[src/rtl/color_scan_arbiter_pkg.sv]
`default_nettype none
// ============================================================================
// Module   : color_scan_arbiter_pkg
// Brief    : Shared state encoding, color codes and default parameters.
// Revision : 1.0
// ============================================================================
package color_scan_arbiter_pkg;

    localparam int NUM_REQ_DEFAULT       = 4;
    localparam int SETTLE_TICKS_DEFAULT  = 1024;
    localparam int TIMEOUT_TICKS_DEFAULT = 5000000;
    localparam int CNT_W                 = 24;

    localparam logic [2:0] S_IDLE      = 3'd0;
    localparam logic [2:0] S_SETTLE    = 3'd1;
    localparam logic [2:0] S_START     = 3'd2;
    localparam logic [2:0] S_WAIT_DONE = 3'd3;
    localparam logic [2:0] S_RESPOND   = 3'd4;

    typedef enum logic [1:0] {
        COLOR_RED    = 2'b00,
        COLOR_GREEN  = 2'b01,
        COLOR_BLUE   = 2'b10,
        COLOR_YELLOW = 2'b11
    } color_e;

endpackage
`default_nettype wire

[src/rtl/color_scan_arbiter_if.sv]
`default_nettype none
// ============================================================================
// Module   : color_scan_arbiter_if
// Brief    : Requester and color-detector signals of the scan arbiter.
// Revision : 1.0
// ============================================================================
interface color_scan_arbiter_if
    import color_scan_arbiter_pkg::*;
#(
    parameter int NUM_REQ = NUM_REQ_DEFAULT
) ();
    localparam int IDX_W = $clog2(NUM_REQ);

    logic [NUM_REQ-1:0] request;
    logic [NUM_REQ-1:0] acknowledge;
    logic [1:0]         resultColor;
    logic               resultTimeout;
    logic [IDX_W-1:0]   activeRequester;
    logic               busy;
    logic               ledEnable;
    logic               startDetection;
    logic               sensorReset;
    logic               detectionComplete;
    logic [1:0]         detectedColor;

    modport slave (
        input  request, detectionComplete, detectedColor,
        output acknowledge, resultColor, resultTimeout, activeRequester,
               busy, ledEnable, startDetection, sensorReset
    );

    modport master (
        output request, detectionComplete, detectedColor,
        input  acknowledge, resultColor, resultTimeout, activeRequester,
               busy, ledEnable, startDetection, sensorReset
    );
endinterface
`default_nettype wire

[src/rtl/color_scan_arbiter_rr_arbiter.sv]
`default_nettype none
// ============================================================================
// Module   : rr_arbiter
// Brief    : Combinational round-robin pick starting after the last grant.
// Revision : 1.0
// ============================================================================
module rr_arbiter #(
    parameter int NUM_REQ = 4,
    parameter int IDX_W   = $clog2(NUM_REQ)
) (
    input  wire logic [NUM_REQ-1:0] i_req,
    input  wire logic [IDX_W-1:0]   i_last,
    output logic      [NUM_REQ-1:0] o_grant,
    output logic      [IDX_W-1:0]   o_idx,
    output logic                    o_valid
);
    always_comb begin
        int                 sum;
        logic [IDX_W-1:0]   cand;
        o_grant = '0;
        o_idx   = '0;
        o_valid = 1'b0;
        sum     = 0;
        cand    = '0;
        // Walk the ring from last+1, wrapping, and take the first requester.
        for (int i = 1; i <= NUM_REQ; i++) begin
            sum = int'(i_last) + i;
            if (sum >= NUM_REQ) begin
                sum = sum - NUM_REQ;
            end
            cand = IDX_W'(sum);
            if (!o_valid && i_req[cand]) begin
                o_valid       = 1'b1;
                o_grant[cand] = 1'b1;
                o_idx         = cand;
            end
        end
    end
endmodule
`default_nettype wire

[src/rtl/color_scan_arbiter.sv]
`default_nettype none
// ============================================================================
// Module   : color_scan_arbiter
// Brief    : Shares one color sensor among NUM_REQ requesters, round-robin.
// Revision : 1.0
// ============================================================================
module color_scan_arbiter
    import color_scan_arbiter_pkg::*;
#(
    parameter int NUM_REQ       = NUM_REQ_DEFAULT,
    parameter int SETTLE_TICKS  = SETTLE_TICKS_DEFAULT,
    parameter int TIMEOUT_TICKS = TIMEOUT_TICKS_DEFAULT
) (
    input wire logic            clk,
    input wire logic            reset,
    color_scan_arbiter_if.slave bus
);
    localparam int IDX_W = $clog2(NUM_REQ);
    localparam logic [CNT_W-1:0] c_SETTLE_LAST  = CNT_W'(SETTLE_TICKS - 1);
    localparam logic [CNT_W-1:0] c_TIMEOUT_LAST = CNT_W'(TIMEOUT_TICKS - 1);

    logic [2:0]         r_state;
    logic [2:0]         w_next_state;
    logic [CNT_W-1:0]   r_cnt;
    logic [IDX_W-1:0]   r_last;
    logic [IDX_W-1:0]   r_active;
    logic [NUM_REQ-1:0] r_grant_oh;
    logic [1:0]         r_color;
    logic               r_timeout;
    logic               r_sensor_reset;

    logic [NUM_REQ-1:0] w_grant;
    logic [IDX_W-1:0]   w_grant_idx;
    logic               w_grant_valid;
    logic               w_timeout_hit;

    rr_arbiter #(
        .NUM_REQ (NUM_REQ),
        .IDX_W   (IDX_W)
    ) u_rr_arbiter (
        .i_req   (bus.request),
        .i_last  (r_last),
        .o_grant (w_grant),
        .o_idx   (w_grant_idx),
        .o_valid (w_grant_valid)
    );

    // A completion in the final wait cycle takes priority over the timeout.
    assign w_timeout_hit = (r_state == S_WAIT_DONE) && !bus.detectionComplete &&
                           (r_cnt == c_TIMEOUT_LAST);

    always_comb begin
        w_next_state = r_state;
        case (r_state)
            S_IDLE:      if (w_grant_valid) w_next_state = S_SETTLE;
            S_SETTLE:    if (r_cnt == c_SETTLE_LAST) w_next_state = S_START;
            S_START:     w_next_state = S_WAIT_DONE;
            S_WAIT_DONE: if (bus.detectionComplete || (r_cnt == c_TIMEOUT_LAST))
                             w_next_state = S_RESPOND;
            S_RESPOND:   w_next_state = S_IDLE;
            default:     w_next_state = S_IDLE;
        endcase
    end

    always_ff @(posedge clk or posedge reset) begin
        if (reset) begin
            r_state        <= S_IDLE;
            r_cnt          <= '0;
            r_last         <= IDX_W'(NUM_REQ - 1);
            r_active       <= '0;
            r_grant_oh     <= '0;
            r_color        <= COLOR_RED;
            r_timeout      <= 1'b0;
            r_sensor_reset <= 1'b0;
        end else begin
            r_state        <= w_next_state;
            r_sensor_reset <= w_timeout_hit;
            // Counter restarts on every state change and saturates instead of wrapping.
            if (w_next_state != r_state) begin
                r_cnt <= '0;
            end else if (((r_state == S_SETTLE) || (r_state == S_WAIT_DONE)) && (r_cnt != '1)) begin
                r_cnt <= r_cnt + 1'b1;
            end
            if ((r_state == S_IDLE) && w_grant_valid) begin
                r_active   <= w_grant_idx;
                r_grant_oh <= w_grant;
            end
            if ((r_state == S_WAIT_DONE) && bus.detectionComplete) begin
                r_color   <= bus.detectedColor;
                r_timeout <= 1'b0;
            end else if (w_timeout_hit) begin
                r_timeout <= 1'b1;
            end
            if (r_state == S_RESPOND) begin
                r_last <= r_active;
            end
        end
    end

    assign bus.acknowledge     = (r_state == S_RESPOND) ? r_grant_oh : '0;
    assign bus.resultColor     = r_color;
    assign bus.resultTimeout   = r_timeout;
    assign bus.activeRequester = r_active;
    assign bus.busy            = (r_state != S_IDLE);
    assign bus.ledEnable       = (r_state == S_SETTLE) || (r_state == S_START) ||
                                 (r_state == S_WAIT_DONE);
    assign bus.startDetection  = (r_state == S_START);
    assign bus.sensorReset     = r_sensor_reset;
endmodule
`default_nettype wire

[src/flat_wrapper.sv]
// flat-port wrapper written by rule: the top's interface ports become plain ports
module color_scan_arbiter_flat import color_scan_arbiter_pkg::*;
#(
    parameter int NUM_REQ       = NUM_REQ_DEFAULT,
    parameter int SETTLE_TICKS  = SETTLE_TICKS_DEFAULT,
    parameter int TIMEOUT_TICKS = TIMEOUT_TICKS_DEFAULT
)
  (clk, reset, bus_request, bus_detectionComplete, bus_detectedColor, bus_acknowledge, bus_resultColor, bus_resultTimeout, bus_activeRequester, bus_busy, bus_ledEnable, bus_startDetection, bus_sensorReset);
  color_scan_arbiter_if #(.NUM_REQ(NUM_REQ)) bus_i ();
  input wire logic clk;
  input wire logic reset;
  input wire logic [$bits(bus_i.request)-1:0] bus_request;
  input wire logic [$bits(bus_i.detectionComplete)-1:0] bus_detectionComplete;
  input wire logic [$bits(bus_i.detectedColor)-1:0] bus_detectedColor;
  output wire logic [$bits(bus_i.acknowledge)-1:0] bus_acknowledge;
  output wire logic [$bits(bus_i.resultColor)-1:0] bus_resultColor;
  output wire logic [$bits(bus_i.resultTimeout)-1:0] bus_resultTimeout;
  output wire logic [$bits(bus_i.activeRequester)-1:0] bus_activeRequester;
  output wire logic [$bits(bus_i.busy)-1:0] bus_busy;
  output wire logic [$bits(bus_i.ledEnable)-1:0] bus_ledEnable;
  output wire logic [$bits(bus_i.startDetection)-1:0] bus_startDetection;
  output wire logic [$bits(bus_i.sensorReset)-1:0] bus_sensorReset;
  assign bus_i.request = bus_request;
  assign bus_i.detectionComplete = bus_detectionComplete;
  assign bus_i.detectedColor = bus_detectedColor;
  assign bus_acknowledge = bus_i.acknowledge;
  assign bus_resultColor = bus_i.resultColor;
  assign bus_resultTimeout = bus_i.resultTimeout;
  assign bus_activeRequester = bus_i.activeRequester;
  assign bus_busy = bus_i.busy;
  assign bus_ledEnable = bus_i.ledEnable;
  assign bus_startDetection = bus_i.startDetection;
  assign bus_sensorReset = bus_i.sensorReset;
  color_scan_arbiter #(.NUM_REQ(NUM_REQ), .SETTLE_TICKS(SETTLE_TICKS), .TIMEOUT_TICKS(TIMEOUT_TICKS)) u_core (.clk(clk), .reset(reset), .bus(bus_i));
endmodule
[config.mk]
export PLATFORM = sky130hd
export DESIGN_NAME = color_scan_arbiter_flat
export DESIGN_NICKNAME = d
export VERILOG_FILES = /design/src/rtl/color_scan_arbiter_pkg.sv /design/src/rtl/color_scan_arbiter_if.sv /design/src/rtl/color_scan_arbiter_rr_arbiter.sv /design/src/rtl/color_scan_arbiter.sv /design/src/flat_wrapper.sv
export SDC_FILE = /design/constraint.sdc
export NUM_CORES = 1
export LEC_CHECK = 0
export CAP_MARGIN = 40
export CORE_ASPECT_RATIO = 0.8
export CORE_UTILIZATION = 45
export CTS_BUF_LIST = sky130_fd_sc_hd__clkbuf_2 sky130_fd_sc_hd__clkbuf_4 sky130_fd_sc_hd__clkbuf_8
export DETAILED_ROUTE_END_ITERATION = 8
export HOLD_SLACK_MARGIN = 0.03
export PLACE_DENSITY = 0.63
export SYNTH_ARGS = -nofsm -noshare
export SYNTH_HDL_FRONTEND = slang
export SYNTH_SLANG_ARGS = --single-unit
[constraint.sdc]
create_clock -name clk -period 5.95 [get_ports clk]
set_clock_uncertainty 0.2 [all_clocks]
set_input_delay 0.8925 -clock clk [delete_from_list [all_inputs] [get_ports clk]]
set_output_delay 0.8925 -clock clk [all_outputs]
set_load 0.05 [all_outputs]
==> summary.md <==
| Metric | Value |
|---|---|
| Critical Path RT | `roughly 4.9 ns` |
| Pwr dens | `~220 nW/um2` |
| Layout cell share with drive strength beyond 1 | `a little over a tenth` |
| Starting Density | `between 40% and 50%` |
| R2r worst-path depth | `7` |
| Ports | `22` |
| Cells after Synth | `between 200 and 300` |
| H-tree levels | `2` |
| CP Max Fanout | `7` |
| Cell Chain, Critical Path | `nor3_1 > inv_1 > clkdlybuf4s50_1` |
| PortBufs | `21` |
| Syn_area_per_cell | `9.30 um2` |
| GRT overflow | `0` |
| Worst setup path startpoint | `u_core.r_state[0]` |
| Detailed Route Iter0 Violations | `between 90 and 100` |
| Tot GR Track Use | `19.8%` |
| Placed cells | `365` |
| Mapped Area | `2570 um2` |
| Pleak | `roughly 1.2 nW` |
| Crit-path slowest cell | `clkdlybuf4s50_1` |
| Resize count post-CTS | `0` |
| Global-route wire length before repair | `9.40 mm` |
| Levels on crit path | `3` |
| Worst R2R Start | `u_core.r_last[0]` |
| Pin count of the biggest net entering global routing | `40` |
| Seq/Total Area, Yosys | `between 30% and 40%` |
| DRC viols | `0` |
| FF+latch count, synth | `39` |
| Rows | `24` |
| VDD IR max | `~140 uV` |
| Layout area overhead | `13.3%` |
| Routed vias | `2,144` |
| Crit path max-delay family | `buffers and inverters` |
| Flop-to-flop setup slack | `2.88 ns` |
| Worst r2r dst | `u_core.r_grant_oh[3]` |
| Synthesized net count | `slightly below 300` |
| Worst setup path endpoint | `bus_busy` |
| Netlist cell types | `63` |
| Fillers | `between 500 and 600` |
| Clk pin slew, worst setup/hold paths | `about 0.080 ns` |
| 1st-pass router iterations | `4` |
| DR vias/cell | `approximately 5.8` |
| RSZ-0062 raised after global routing | `false` |
| Non-Filler Instances | `372` |
| Die area | `6010 um2` |
| Max cap viols | `0` |
| Number of flops mapped to enable cells by yosys | `0` |
| Antenna-violating nets left | `0` |
| Max frequency | `just over 300 MHz` |
| Post-CTS Hold Fix Bufs | `0` |
| Share of the synthesized area in the top cell type | `36.1%` |
| Bufs on Longest Clock Path | `2` |
| Core ar. | `5470 um2` |
| Worst-Skew Late Latency | `between 0.2 and 0.3 ns` |
| Average wire per standard cell | `between 15 and 20 um` |
| Slew margin rel. | `about half` |
| Delay of the slowest critical-path stage | `0.73 ns` |
| Max-slew violation count | `0` |
| Worst Path Buf+Inv | `2` |
| Number of antenna violations at the first check in global routing | `0` |
| CTS tree | `yes` |
| Crit. End Element | `output pin` |
| Yosys top cell by area | `dfrtp_1` |
| Vias in the first global route | `1,886` |
| Status | `finished, final reports clean` |
| CTS root buffer | `clkbuf_8` |
| Final worst path period share | `a little over half` |
| Yosys warnings | `0` |
| Post-CTS Setup Repair Bufs | `0` |
| Synth top area cells | `dfrtp_1 (36%), ha_1 (4.4%), nor2_1 (3.8%)` |
| Crit path launch type | `register` |
| Clock Sinks | `39` |
| Chip width | `around 86 um` |
| N_diodes | `0` |
| Inserted Clock Buffers | `5` |
| Crit path kind | `register to output pin` |
| Worst EP arrival | `about 2.1 ns` |
| Final setup viols | `0` |
| Post-synth ARST share | `100%` |
| Routability cong. | `0.943` |
| Hpwl dp | `4.05 mm` |
| WL final | `approximately 5.6 mm` |
| Fin Setup TNS | `0 ns` |
| HP Class | `register to register` |
| Min cycle time layout | `around 3.2 ns` |
| Chip height | `69.5 um` |
| Most used DFF post-synth | `dfrtp_1` |
| Slew @ Worst Pin | `~0.73 ns` |
| Final nets | `approximately 310` |
| Final Hold Viols | `0` |
[layout make-up]
class                           instances  area, um2  area share, %
Inverter                               11       41.3           1.42
Clock inverter                          1       30.0           1.03
Sequential cell                        39        978           33.7
Tap cell                               78       97.6           3.36
Timing Repair Buffer                   23        225           7.75
Multi-Input combinational cell        214       1460           50.2
Clock buffer                            6       76.3           2.63
[routing by layer]
| layer | routed length (um) | share of wire [%] | global-route usage (%) |
|---|---|---|---|
| met1 | 3060 | 55 | 31.9 |
| met4 | 37 | 0.66 | 5.00 |
| met3 | 249 | 4.4 | 3.69 |
| met5 | 0 | 0 | 0 |
| met2 | 2270 | 40 | 26.7 |
[worst reg2reg max path, stage by stage, from the launching register on]
cell and delay [ns]:
dfstp_2 0.70, inv_1 0.25, ha_1 0.54, inv_1 0.09
or3_1 0.32, a311oi_1 0.61, nand2_1 0.12, a31oi_1 0.17
[power by group]
group	switching (mW)	total [mW]	internal (mW)
logic	0.0613	0.107	0.0455
registers	0.0276	0.322	0.294
clock network	0.0896	0.217	0.128
[metrics by stage]
step,setup WS [ns],total power [mW],cell area (um2),hold WS (ns),util [%]
finish,2.72,0.646,2910,0.306,53.2
CTS,2.70,0.652,2910,0.312,53.2
detailed placement,2.81,0.434,2800,0.294,51.2
floorplan,3.18,0.400,2570,0.310,-
global placement,2.86,0.432,2800,0.289,51.2
global route,2.65,0.682,2910,0.321,53.2
[worst min path at each step]
stage | start | end | slack [ns] | cells after the start
3_3_place_gp | u_core.bus.resultColor[0] | u_core.bus.resultColor[0] | 0.29 | 1
3_5_place_dp | u_core.bus.resultColor[1] | u_core.bus.resultColor[1] | 0.29 | 1
4_1_cts | u_core.bus.resultColor[1] | u_core.bus.resultColor[1] | 0.31 | 1
5_1_grt | u_core.bus.resultColor[1] | u_core.bus.resultColor[1] | 0.32 | 1
2_1_floorplan | u_core.r_grant_oh[0] | u_core.r_grant_oh[0] | 0.31 | 2
6_report | u_core.bus.resultColor[1] | u_core.bus.resultColor[1] | 0.31 | 1
[cell usage after synthesis, types with 2 or more instances]
cell	number
and4_1	2
and3b_1	2
dfrtp_1	37
xnor2_1	4
inv_1	11
o21ai_0	17
o31ai_4	2
clkbuf_1	5
a221oi_1	4
o211ai_1	2
or4_1	3
or3_1	12
nand4_1	5
nor4_1	3
nor2_1	26
mux2_2	5
o31ai_1	4
mux2i_1	6
xor2_1	3
nand2b_1	2
nor3_1	5
buf_2	2
buf_6	4
o2111ai_1	2
and3_1	6
nand3_1	12
dfstp_2	2
a31oi_1	8
nand2_1	19
ha_1	9
a21oi_1	18
nor3b_1	3
[state kept, by name, indices dropped and copies added (netlist names)]
| name | flops |
|---|---|
| u_core.r_cnt | 24 |
| u_core.r_grant_oh | 4 |
| u_core.r_state | 3 |
| u_core.bus.activeRequester | 2 |
| u_core.bus.resultColor | 2 |
| u_core.r_last | 2 |
| u_core.bus.resultTimeout | 1 |
| u_core.bus.sensorReset | 1 |
[layout by cell type (no fill, tap or decap), drive strengths merged, types with 2 or more instances in the layout]
cell type | Yosys | layout
dfrtp | 37 | 37
nor2 | 26 | 26
clkdlybuf4s50 | 0 | 21
nand2 | 19 | 19
a21oi | 19 | 19
o21ai | 18 | 18
or3 | 14 | 14
nand3 | 12 | 12
inv | 11 | 11
ha | 9 | 9
a31oi | 8 | 8
and3 | 8 | 8
mux2i | 6 | 6
nand4 | 6 | 6
clkbuf | 5 | 6
o31ai | 6 | 6
nor3 | 5 | 5
mux2 | 5 | 5
a221oi | 5 | 5
xnor2 | 4 | 4
nor4 | 3 | 3
or4 | 3 | 3
xor2 | 3 | 3
nor3b | 3 | 3
and4 | 3 | 3
nand2b | 2 | 2
o2111ai | 2 | 2
and3b | 2 | 2
o211ai | 2 | 2
buf | 7 | 2
dfstp | 2 | 2
[logic make-up after synthesis]
logic type	after synthesis	share of synthesized area, %
xor+xnor	7	2.39
fa+ha+maj	9	4.39
mux	12	5.41
compound gates	69	18.3
buf+inv	23	5.07
simple gates	117	26.3
flops	39	38.1
(Power assumes the default switching activity.)
